### src/rtl/unified_mem_arbiter_if.sv
// Bundles the fetch port, the load/store port and the unified memory port of the
// arbiter so they travel as one connection between core, arbiter and memory.
interface unified_mem_arbiter_if #(
   parameter int ADDR_W = 32,
   parameter int DATA_W = 32
);
   localparam int BE_W = DATA_W / 8;

   // Instruction-fetch port
   logic              i_if_req;
   logic [ADDR_W-1:0] i_if_addr;
   logic              o_if_gnt;
   logic              o_if_rvalid;
   logic [DATA_W-1:0] o_if_rdata;

   // Load/store port
   logic              i_d_req;
   logic              i_d_we;
   logic [ADDR_W-1:0] i_d_addr;
   logic [DATA_W-1:0] i_d_wdata;
   logic [BE_W-1:0]   i_d_be;
   logic              o_d_gnt;
   logic              o_d_rvalid;
   logic [DATA_W-1:0] o_d_rdata;

   // Unified single-port memory
   logic              o_mem_en;
   logic              o_mem_we;
   logic [BE_W-1:0]   o_mem_be;
   logic [ADDR_W-1:0] o_mem_addr;
   logic [DATA_W-1:0] o_mem_wdata;
   logic [DATA_W-1:0] i_mem_rdata;

   // Core and memory side
   modport master (
      output i_if_req, i_if_addr,
      input  o_if_gnt, o_if_rvalid, o_if_rdata,
      output i_d_req, i_d_we, i_d_addr, i_d_wdata, i_d_be,
      input  o_d_gnt, o_d_rvalid, o_d_rdata,
      input  o_mem_en, o_mem_we, o_mem_be, o_mem_addr, o_mem_wdata,
      output i_mem_rdata
   );

   // Arbiter side
   modport slave (
      input  i_if_req, i_if_addr,
      output o_if_gnt, o_if_rvalid, o_if_rdata,
      input  i_d_req, i_d_we, i_d_addr, i_d_wdata, i_d_be,
      output o_d_gnt, o_d_rvalid, o_d_rdata,
      output o_mem_en, o_mem_we, o_mem_be, o_mem_addr, o_mem_wdata,
      input  i_mem_rdata
   );
endinterface

### src/rtl/unified_mem_arbiter.sv
// Shares one single-port synchronous memory between instruction fetch and load/store,
// with per-cycle arbitration, a fetch starvation guard and response routing by owner.
module unified_mem_arbiter #(
   parameter int ADDR_W     = 32,
   parameter int DATA_W     = 32,
   parameter int MAX_STARVE = 4
) (
   input logic                 i_clk,
   input logic                 i_resetn,
   unified_mem_arbiter_if.slave bus
);
   localparam int                BE_W         = DATA_W / 8;
   localparam int                CNT_W        = $clog2(MAX_STARVE + 1);
   localparam logic [CNT_W-1:0]  STARVE_LIMIT = CNT_W'(MAX_STARVE);
   localparam logic [BE_W-1:0]   BE_ALL       = {BE_W{1'b1}};

   typedef enum logic [1:0] {
      OWNER_NONE,
      OWNER_IF,
      OWNER_D
   } owner_t;

   owner_t           owner;
   logic [CNT_W-1:0] starve_cnt;
   logic             if_win;
   logic             d_win;

   // Data normally wins; a fetch that has lost MAX_STARVE cycles in a row takes the slot.
   // Grants are gated by reset so nothing reaches the memory while reset is held.
   always_comb begin
      // NOTE: every variable gets a default first so no path leaves it unassigned (no latch).
      if_win = 1'b0;
      d_win  = 1'b0;
      if (i_resetn) begin
         if (bus.i_if_req && (!bus.i_d_req || starve_cnt == STARVE_LIMIT)) begin
            if_win = 1'b1;
         end else if (bus.i_d_req) begin
            d_win = 1'b1;
         end
      end
   end

   always_comb begin
      bus.o_mem_en    = if_win | d_win;
      bus.o_mem_we    = 1'b0;
      bus.o_mem_be    = '0;
      bus.o_mem_addr  = '0;
      bus.o_mem_wdata = '0;
      if (if_win) begin
         bus.o_mem_be   = BE_ALL;
         bus.o_mem_addr = bus.i_if_addr;
      end else if (d_win) begin
         bus.o_mem_we    = bus.i_d_we;
         bus.o_mem_be    = bus.i_d_we ? bus.i_d_be : BE_ALL;
         bus.o_mem_addr  = bus.i_d_addr;
         bus.o_mem_wdata = bus.i_d_wdata;
      end
   end

   always_ff @(posedge i_clk or negedge i_resetn) begin
      if (!i_resetn) begin
         owner      <= OWNER_NONE;
         starve_cnt <= '0;
      end else begin
         // NOTE: non-blocking assignments so every register updates from pre-edge values.
         if (if_win) begin
            owner <= OWNER_IF;
         end else if (d_win && !bus.i_d_we) begin
            owner <= OWNER_D;
         end else begin
            owner <= OWNER_NONE;
         end

         if (if_win) begin
            starve_cnt <= '0;
         end else if (bus.i_if_req && starve_cnt != STARVE_LIMIT) begin
            starve_cnt <= starve_cnt + 1'b1;
         end
      end
   end

   assign bus.o_if_gnt    = if_win;
   assign bus.o_d_gnt     = d_win;
   assign bus.o_if_rvalid = (owner == OWNER_IF);
   assign bus.o_d_rvalid  = (owner == OWNER_D);
   assign bus.o_if_rdata  = (owner == OWNER_IF) ? bus.i_mem_rdata : '0;
   assign bus.o_d_rdata   = (owner == OWNER_D)  ? bus.i_mem_rdata : '0;

   a_one_grant : assert property (@(posedge i_clk) disable iff (!i_resetn)
      !(bus.o_if_gnt && bus.o_d_gnt));

   a_starve_bound : assert property (@(posedge i_clk) disable iff (!i_resetn)
      starve_cnt <= STARVE_LIMIT);
endmodule

### src/flat_wrapper.sv
// flat-port wrapper written by rule: the top's interface ports become plain ports
module unified_mem_arbiter_flat 
#(
   parameter int ADDR_W     = 32,
   parameter int DATA_W     = 32,
   parameter int MAX_STARVE = 4
)
  (i_clk, i_resetn, bus_i_if_req, bus_i_if_addr, bus_o_if_gnt, bus_o_if_rvalid, bus_o_if_rdata, bus_i_d_req, bus_i_d_we, bus_i_d_addr, bus_i_d_wdata, bus_i_d_be, bus_o_d_gnt, bus_o_d_rvalid, bus_o_d_rdata, bus_o_mem_en, bus_o_mem_we, bus_o_mem_be, bus_o_mem_addr, bus_o_mem_wdata, bus_i_mem_rdata);
  unified_mem_arbiter_if #(.ADDR_W(ADDR_W), .DATA_W(DATA_W)) bus_i ();
  input logic i_clk;
  input logic i_resetn;
  input wire logic [$bits(bus_i.i_if_req)-1:0] bus_i_if_req;
  input wire logic [$bits(bus_i.i_if_addr)-1:0] bus_i_if_addr;
  output wire logic [$bits(bus_i.o_if_gnt)-1:0] bus_o_if_gnt;
  output wire logic [$bits(bus_i.o_if_rvalid)-1:0] bus_o_if_rvalid;
  output wire logic [$bits(bus_i.o_if_rdata)-1:0] bus_o_if_rdata;
  input wire logic [$bits(bus_i.i_d_req)-1:0] bus_i_d_req;
  input wire logic [$bits(bus_i.i_d_we)-1:0] bus_i_d_we;
  input wire logic [$bits(bus_i.i_d_addr)-1:0] bus_i_d_addr;
  input wire logic [$bits(bus_i.i_d_wdata)-1:0] bus_i_d_wdata;
  input wire logic [$bits(bus_i.i_d_be)-1:0] bus_i_d_be;
  output wire logic [$bits(bus_i.o_d_gnt)-1:0] bus_o_d_gnt;
  output wire logic [$bits(bus_i.o_d_rvalid)-1:0] bus_o_d_rvalid;
  output wire logic [$bits(bus_i.o_d_rdata)-1:0] bus_o_d_rdata;
  output wire logic [$bits(bus_i.o_mem_en)-1:0] bus_o_mem_en;
  output wire logic [$bits(bus_i.o_mem_we)-1:0] bus_o_mem_we;
  output wire logic [$bits(bus_i.o_mem_be)-1:0] bus_o_mem_be;
  output wire logic [$bits(bus_i.o_mem_addr)-1:0] bus_o_mem_addr;
  output wire logic [$bits(bus_i.o_mem_wdata)-1:0] bus_o_mem_wdata;
  input wire logic [$bits(bus_i.i_mem_rdata)-1:0] bus_i_mem_rdata;
  assign bus_i.i_if_req = bus_i_if_req;
  assign bus_i.i_if_addr = bus_i_if_addr;
  assign bus_o_if_gnt = bus_i.o_if_gnt;
  assign bus_o_if_rvalid = bus_i.o_if_rvalid;
  assign bus_o_if_rdata = bus_i.o_if_rdata;
  assign bus_i.i_d_req = bus_i_d_req;
  assign bus_i.i_d_we = bus_i_d_we;
  assign bus_i.i_d_addr = bus_i_d_addr;
  assign bus_i.i_d_wdata = bus_i_d_wdata;
  assign bus_i.i_d_be = bus_i_d_be;
  assign bus_o_d_gnt = bus_i.o_d_gnt;
  assign bus_o_d_rvalid = bus_i.o_d_rvalid;
  assign bus_o_d_rdata = bus_i.o_d_rdata;
  assign bus_o_mem_en = bus_i.o_mem_en;
  assign bus_o_mem_we = bus_i.o_mem_we;
  assign bus_o_mem_be = bus_i.o_mem_be;
  assign bus_o_mem_addr = bus_i.o_mem_addr;
  assign bus_o_mem_wdata = bus_i.o_mem_wdata;
  assign bus_i.i_mem_rdata = bus_i_mem_rdata;
  unified_mem_arbiter #(.ADDR_W(ADDR_W), .DATA_W(DATA_W), .MAX_STARVE(MAX_STARVE)) u_core (.i_clk(i_clk), .i_resetn(i_resetn), .bus(bus_i));
endmodule
### config.mk
export PLATFORM = sky130hd
export DESIGN_NAME = unified_mem_arbiter_flat
export DESIGN_NICKNAME = d
export VERILOG_FILES = /design/src/rtl/unified_mem_arbiter_if.sv /design/src/rtl/unified_mem_arbiter.sv /design/src/flat_wrapper.sv
export SDC_FILE = /design/constraint.sdc
export NUM_CORES = 1
export LEC_CHECK = 0
export BUFFER_PORTS_ARGS = -buffer_cell sky130_fd_sc_hd__buf_2
export CAP_MARGIN = 10
export CORE_AREA = 2 2 106 108
export DETAILED_ROUTE_END_ITERATION = 12
export DIE_AREA = 0 0 108 110
export PLACE_DENSITY = 0.56
export SYNTH_ARGS = -nofsm -noshare
export SYNTH_HDL_FRONTEND = slang
export SYNTH_SLANG_ARGS = --single-unit
### constraint.sdc
create_clock -name i_clk -period 3.85 [get_ports i_clk]
set_input_delay 0.385 -clock i_clk [delete_from_list [all_inputs] [get_ports i_clk]]
set_output_delay 0.385 -clock i_clk [all_outputs]
set_load 0.02 [all_outputs]
==> impl_metrics.yaml, run 1 <==
status:
  status: "finished clean"
timing:
  fin_skew_ps: 0.4754
  slew_viol_final: 0
  relSlewSlack_pct: 40.82
  rsz0062_at_grt: "no"
  max_freq_ghz: 0.3788
  finalSetupViolations: 0
  min_period_ps: 2640
  finalSetupTns_ps: 0
  tightest_slew_ps: 886.5
  timing.hold.ws_ps: 2.236
  hold_viol_final: 0
  finalCritPeriodShare_pct: 68.57
  setup_slack_ps: 1210
grt:
  grt_busiest_layer: "met2"
  use_met2_pct: 20.93
  grt-ovfl-total: 0
  use_met1_pct: 10.92
  track_usage_pct: 10.43
  grt_max_degree: 67
  groute.layer.met3.usage_pct: 2.587
  grt_pass1_vias: 2125
  antenna_found_initial: 3
  grt_first_pass_wirelength_mm: 9.804
detailed_routing:
  drc_errors: 0
  drt_iter0_markers: 56
  wl_per_cell_um: 12.67
  detail_route.wirelength_mm: 7.452
  vias_per_cell: 4.000
  dr.pass1.iters: 4
  antenna_left: 0
  vias: 2352
layout:
  nets: 586
  ff_latch_area_um2: 125.1
  multi_input_area_mm2: 0.001066
  num-fill-cells: 1188
  design_area_mm2: 0.002823
  drive_gt1_share_pct: 63.45
  area.growth.synth_to_final_pct: 113.6
power:
  clkPwrFrac_pct: 14.9
  peakVddDrop_mv: 0.1253
  switching_power_uw: 310.1
  share_comb_of_total_power_pct: 71.8
  power.density_mw_per_mm2: 227.4
  p_sw_share_pct: 48.32
  leakage_uw: 0.001860
  p_int_uw: 331.7
  p_seq_share_pct: 13.3
worst_setup_path:
  ff2ff_path_depth: 6
  r2r-start: "u_core.starve_cnt[0]$_DFFE_PN0P_"
  end_kind: "output port"
  critPathKind: "flop to output port"
  crit_required_ps: 3460
  reg2reg_slack_ps: 2370
  path_max_fanout: 66
  cp.arrival_ps: 2250
  reg2reg_to: "u_core.starve_cnt[2]$_DFFE_PN0P_"
  cp-start-kind: "flop"
worst_hold_path:
  hold_class: "input port to asynchronous set/reset pin"
synth:
  synth_nets: 321
  ys_ff_latch: 5
  synth_top_area_share_pct: 45.93
  ys_seq_area_share_pct: 9.470
  synth.largest_area_cell: "and2_1"
  postSynthCellCount: 182
  synth-edff-count: 0
  synth_area_leaders: "and2_1 46%, a22o_1 21%, dfrtp_1 9.5%"
  synthMostInstantiatedCell: "and2_1"
  syn_area_mm2: 0.001321
  syn_area_per_cell_um2: 7.260
  ys_top_cells_by_count: "97 x and2_1, 32 x a22o_1, 7 x clkbuf_1, 6 x nor2b_1"
  synthDistinctLibCells: 24
  yosys_warnings: 0
  synth_flop_cell: "dfrtp_1"
  synthArstFlopShare_pct: 100.0
clocking:
  tritoncts: "done"
  cts_buffer_depth: 2
  ctsHoldBuffers: 0
  h-tree-depth: 1
  path_clk_slew_ps: 30
  numCtsBuffers: 3
  ctsResizeCount: 0
  cts-root-buf: "clkbuf_8"
  postCtsSetupBuffers: 0
  clock_latency_ps: 220
  clock-sinks: 5
floorplan:
  rows: 38
  dieArea_mm2: 0.01188
  die_w_um: 108
  start_util_pct: 12.35
  fp.dieH_um: 110
  core-area_mm2: 0.01070
  io_pins: 275
job:
  cap_violations: 0
placement:
  numPortBuffers: 274
  gp_congestion: 0.8084
  placed_area_mm2: 0.002773
  hpwl_mm: 6.564
  dp_slack_ps: 1421
## critical path, cell delays in order (launching register included)
cell and delay [ps]:
dfrtp_1 380, inv_1 60, ha_1 220, nand3_1 100, nand3_2 130, inv_2 660, a22o_1 290, buf_2 180
## area by class of cell
class | instances | share of cell area [%]
sequential | 5 | 4.433
antenna | 2 | 0.1773
clock buffer | 4 | 1.596
tap | 140 | 6.206
inverter | 4 | 0.7092
timing repair buffer | 276 | 49.11
multi-input combinational | 157 | 37.77
## registers in the layout (all words and copies together) (netlist names)
register           count
u_core.starve_cnt      3
u_core.owner           2
## cells in the final DEF, fill, tap and decap left out, drive strengths merged
master and instances:
buf 276, and2 97, a22o 32, nor2b 6
dfrtp 5, nand2 4, o21ai 4, clkbuf 4
nor2 3, inv 3, diode 2, ha 2
nand3 2, a21o 1, clkinv 1, and4b 1
a21oi 1, nor3 1, a21boi 1, mux2i 1
xnor2 1
## kinds of logic (layout without fill, tap and decap cells)
logic type	count (synthesis)	after routing	share of synthesized area [%]
other	0	2	0
adders and majority gates	2	2	1.894
DFF	5	5	9.470
AOI/OAI and AO/OA	39	39	24.34
xor gates and xnor gates	1	1	0.6630
and+or+nand+nor	114	114	53.03
muxes	1	1	0.7576
buffers and inverters	20	284	9.848
## metrics by stage
step / total power, uW / util, % / std cells
6_report: 641.8 / 26.39 / 588
2_1_floorplan: 368.6 / - / 182
5_1_grt: 693.4 / 26.36 / 587
3_5_place_dp: 550.3 / 25.92 / 582
3_3_place_gp: 539.4 / 25.92 / 582
4_1_cts: 649.5 / 26.34 / 586
## power groups by stage
| stage | Clock [uW] | Sequential [uW] | Combinational, uW |
|---|---|---|---|
| final | 95.8 | 85.4 | 461 |
| after detailed placement | 0 | 85.2 | 465 |
| after global routing | 101 | 87.8 | 505 |
| after CTS | 97.9 | 85.1 | 466 |
| after floorplan | 0 | 81.9 | 287 |
| after global placement | 0 | 83.5 | 456 |
## layer usage
layer  wire length [um]  part of all wire, %  up-vias
li1                   -                    -     1136
met1               2713                   36     1038
met2               3829                   51      168
met3                817                   11        8
met4                 78                  1.0        2
met5                 13                 0.17        -
## worst max-delay path by stage
stage | slack, ps | from | endpoint | cells after the start
finish | 1210 | u_core.starve_cnt[0]$_DFFE_PN0P_ | bus_o_mem_addr[1] | 7
floorplan | 2040 | u_core.starve_cnt[0]$_DFFE_PN0P_ | bus_o_mem_addr[25] | 7
detailed placement | 1420 | u_core.starve_cnt[0]$_DFFE_PN0P_ | bus_o_mem_addr[1] | 7
CTS | 1190 | u_core.starve_cnt[0]$_DFFE_PN0P_ | bus_o_mem_addr[1] | 7
global route | 1020 | u_core.starve_cnt[0]$_DFFE_PN0P_ | bus_o_mem_addr[1] | 7
global placement | 1520 | u_core.starve_cnt[0]$_DFFE_PN0P_ | bus_o_mem_addr[1] | 7
No activity file was read; power rests on OpenSTA's default activity.
==> run 2: changes to the inputs <==
--- a/config.mk
+++ b/config.mk
@@ -7,9 +7,9 @@
 export LEC_CHECK = 0
 export BUFFER_PORTS_ARGS = -buffer_cell sky130_fd_sc_hd__buf_2
 export CAP_MARGIN = 10
-export CORE_AREA = 2 2 106 108
+export CORE_AREA = 2 2 108 110
 export DETAILED_ROUTE_END_ITERATION = 12
-export DIE_AREA = 0 0 108 110
+export DIE_AREA = 0 0 110 112
 export PLACE_DENSITY = 0.56
 export SYNTH_ARGS = -nofsm -noshare
 export SYNTH_HDL_FRONTEND = slang
==> constraint.sdc (replaced) <==
create_clock -name i_clk -period 2.3 [get_ports i_clk]
set_input_delay 0.23 -clock i_clk [delete_from_list [all_inputs] [get_ports i_clk]]
set_output_delay 0.23 -clock i_clk [all_outputs]
set_load 0.02 [all_outputs]
==> impl_metrics.yaml, run 2 (synthesized netlist as in run 1, its figures left out) <==
status:
  status: "finished clean"
worst_setup_path:
  r2r-start: "u_core.starve_cnt[0]$_DFFE_PN0P_"
  cp_num_buf_inv: 4
  cp.depth: 8
  critPathKind: "flop to output port"
  path_max_fanout: 28
  path_cells: "inv_1 > ha_1 > nand3_1 > nand3_2 > inv_4 > buf_16 > a22o_1 > buf_2"
  path_delay_family: "buffers and inverters"
  crit_required_ps: 2070
  max_stage_delay_ps: 370
  ff2ff_path_depth: 5
  reg2reg_slack_ps: 880
  cp_slowest_cell: "dfrtp_1"
  cp.arrival_ps: 1910
  crit_start: "u_core.starve_cnt[0]$_DFFE_PN0P_"
  worstSetupEndpoint: "bus_o_mem_addr[29]"
  reg2reg_to: "u_core.starve_cnt[1]$_DFFE_PN0P_"
  cp-start-kind: "flop"
  end_kind: "output port"
layout:
  final_cell_mix: "274 x buf_2, 97 x and2_1, 32 x a22o_1"
  final_util_pct: 26.16
  antenna_cells: 0
  nets: 589
  area.growth.synth_to_final_pct: 121.2
  top_regs: "u_core.starve_cnt x3, u_core.owner x2"
  top_register: "u_core.starve_cnt"
  layout_commonest_cell: "buf_2"
  largest_reg_flops: 3
  design_area_mm2: 0.002923
  drive_gt1_share_pct: 63.47
grt:
  track_usage_pct: 11.42
  grt_first_pass_wirelength_mm: 10.83
  grt-ovfl-total: 0
  antenna_found_initial: 0
  grt_pass1_vias: 2192
  grt_max_degree: 56
power:
  clkPwrFrac_pct: 23.0
  p_seq_share_pct: 11.7
  p_int_uw: 683.0
  p_sw_share_pct: 44.54
  power.density_mw_per_mm2: 421.4
  leakage_uw: 0.001904
  peakVddDrop_mv: 0.2536
  switching_power_uw: 548.6
  share_comb_of_total_power_pct: 65.3
  p_total_uw: 1232
clocking:
  clock_latency_ps: 220
  clock-sinks: 5
  cts-root-buf: "clkbuf_16"
  cts_buffer_depth: 2
  h-tree-depth: 1
  postCtsSetupBuffers: 0
  path_clk_slew_ps: 30
  tritoncts: "done"
  numCtsBuffers: 3
detailed_routing:
  wl_per_cell_um: 13.61
  vias_per_cell: 3.936
  drc_errors: 0
  antenna_left: 0
  vias: 2330
  drt_iter0_markers: 21
  detail_route.wirelength_mm: 8.055
  dr.pass1.iters: 4
job:
  cap_violations: 0
timing:
  fin_skew_ps: 0.6701
  rsz0062_at_grt: "no"
  max_freq_ghz: 0.4681
  finalSetupTns_ps: 0
  timing.hold.ws_ps: 258.4
  tightest_slew_ps: 355.8
  finalSetupViolations: 0
  min_period_ps: 2136
  finalCritPeriodShare_pct: 92.88
  relSlewSlack_pct: 76.07
  slew_viol_final: 0
  hold_viol_final: 0
placement:
  gp_congestion: 0.7579
  hpwl_mm: 7.019
  numPortBuffers: 274
  placed_area_mm2: 0.002796
worst_hold_path:
  hold_class: "input port to flop"
floorplan:
  die_w_um: 110
  core-area_mm2: 0.01117
  fp.dieH_um: 112
  start_util_pct: 11.82
  dieArea_mm2: 0.01232
  io_pins: 275
  rows: 39
## run 2: cell types whose count changed in the layout (fill, tap and decap cells not counted)
cell	previous run	this run
clkbuf_16	0	4
inv_8	0	1
inv_2	1	0
dlygate4sd3_1	0	1
clkbuf_8	3	0
inv_4	0	1
clkinv_4	1	0
buf_16	0	1
diode_2	2	0
## run 2: timing repair
| action | in CTS | in global routing |
|---|---|---|
| setup endpoints to repair | 0 | 9 |
| hold endpoints to repair | 5 | 0 |
| hold buffers | 1 | 0 |
| resized for setup | 0 | 3 |
## run 2: how the worst min path moves through the flow
stage	from	endpoint	slack [ps]	depth (start not counted)
detailed placement	i_resetn	u_core.starve_cnt[2]$_DFFE_PN0P_	80	1
global placement	i_resetn	u_core.starve_cnt[2]$_DFFE_PN0P_	80	1
floorplan	i_resetn	u_core.owner[0]$_DFF_PN0_	-70	0
global route	bus_i_d_we	u_core.owner[1]$_DFF_PN0_	270	2
finish	bus_i_d_we	u_core.owner[1]$_DFF_PN0_	260	2
CTS	bus_i_d_we	u_core.owner[1]$_DFF_PN0_	260	2
## run 2: layout make-up
cell class                      count  area (um^2)
Tap cell                          143        178.9
Clock buffer                        4        78.83
Multi-Input combinational cell    157         1066
Timing Repair Buffer              279         1449
Inverter                            4        25.02
Sequential cell                     5        125.1
Fill cell                        1226         8252
## run 2: stage by stage
stage / std cells / worst slack [ps]
floorplan: 182 / 642.4
global placement: 586 / 405.9
detailed placement: 586 / 315.0
CTS: 591 / 60.92
global route: 592 / 9.074
finish: 592 / 163.8
## run 2: power by group through the flow
stage                     Clock [uW]  Sequential [uW]  Combinational (uW)
after floorplan                    0              137                 480
after global placement             0              141                 782
after detailed placement           0              144                 795
after CTS                        287              144                 799
after global routing             298              149                 877
final                            283              144                 805
## run 2: per-layer routing
metal	share of wire, %	global-route usage [%]	wire length [um]	up-vias
met5	0	0	0	-
met4	0.38	1.013	31	0
met3	9.6	1.347	775	4
met2	57	24.62	4565	170
met1	33	11.41	2684	1013
li1	-	-	-	1143
## run 2: worst reg2reg max path: cells and delay by family (launching register included)
family	cells	cell delay, ps
and+or+nand+nor	1	60
muxes	1	260
DFF	1	370
AOI/OAI and AO/OA	1	320
buffers and inverters	1	60
adders and majority gates	1	230
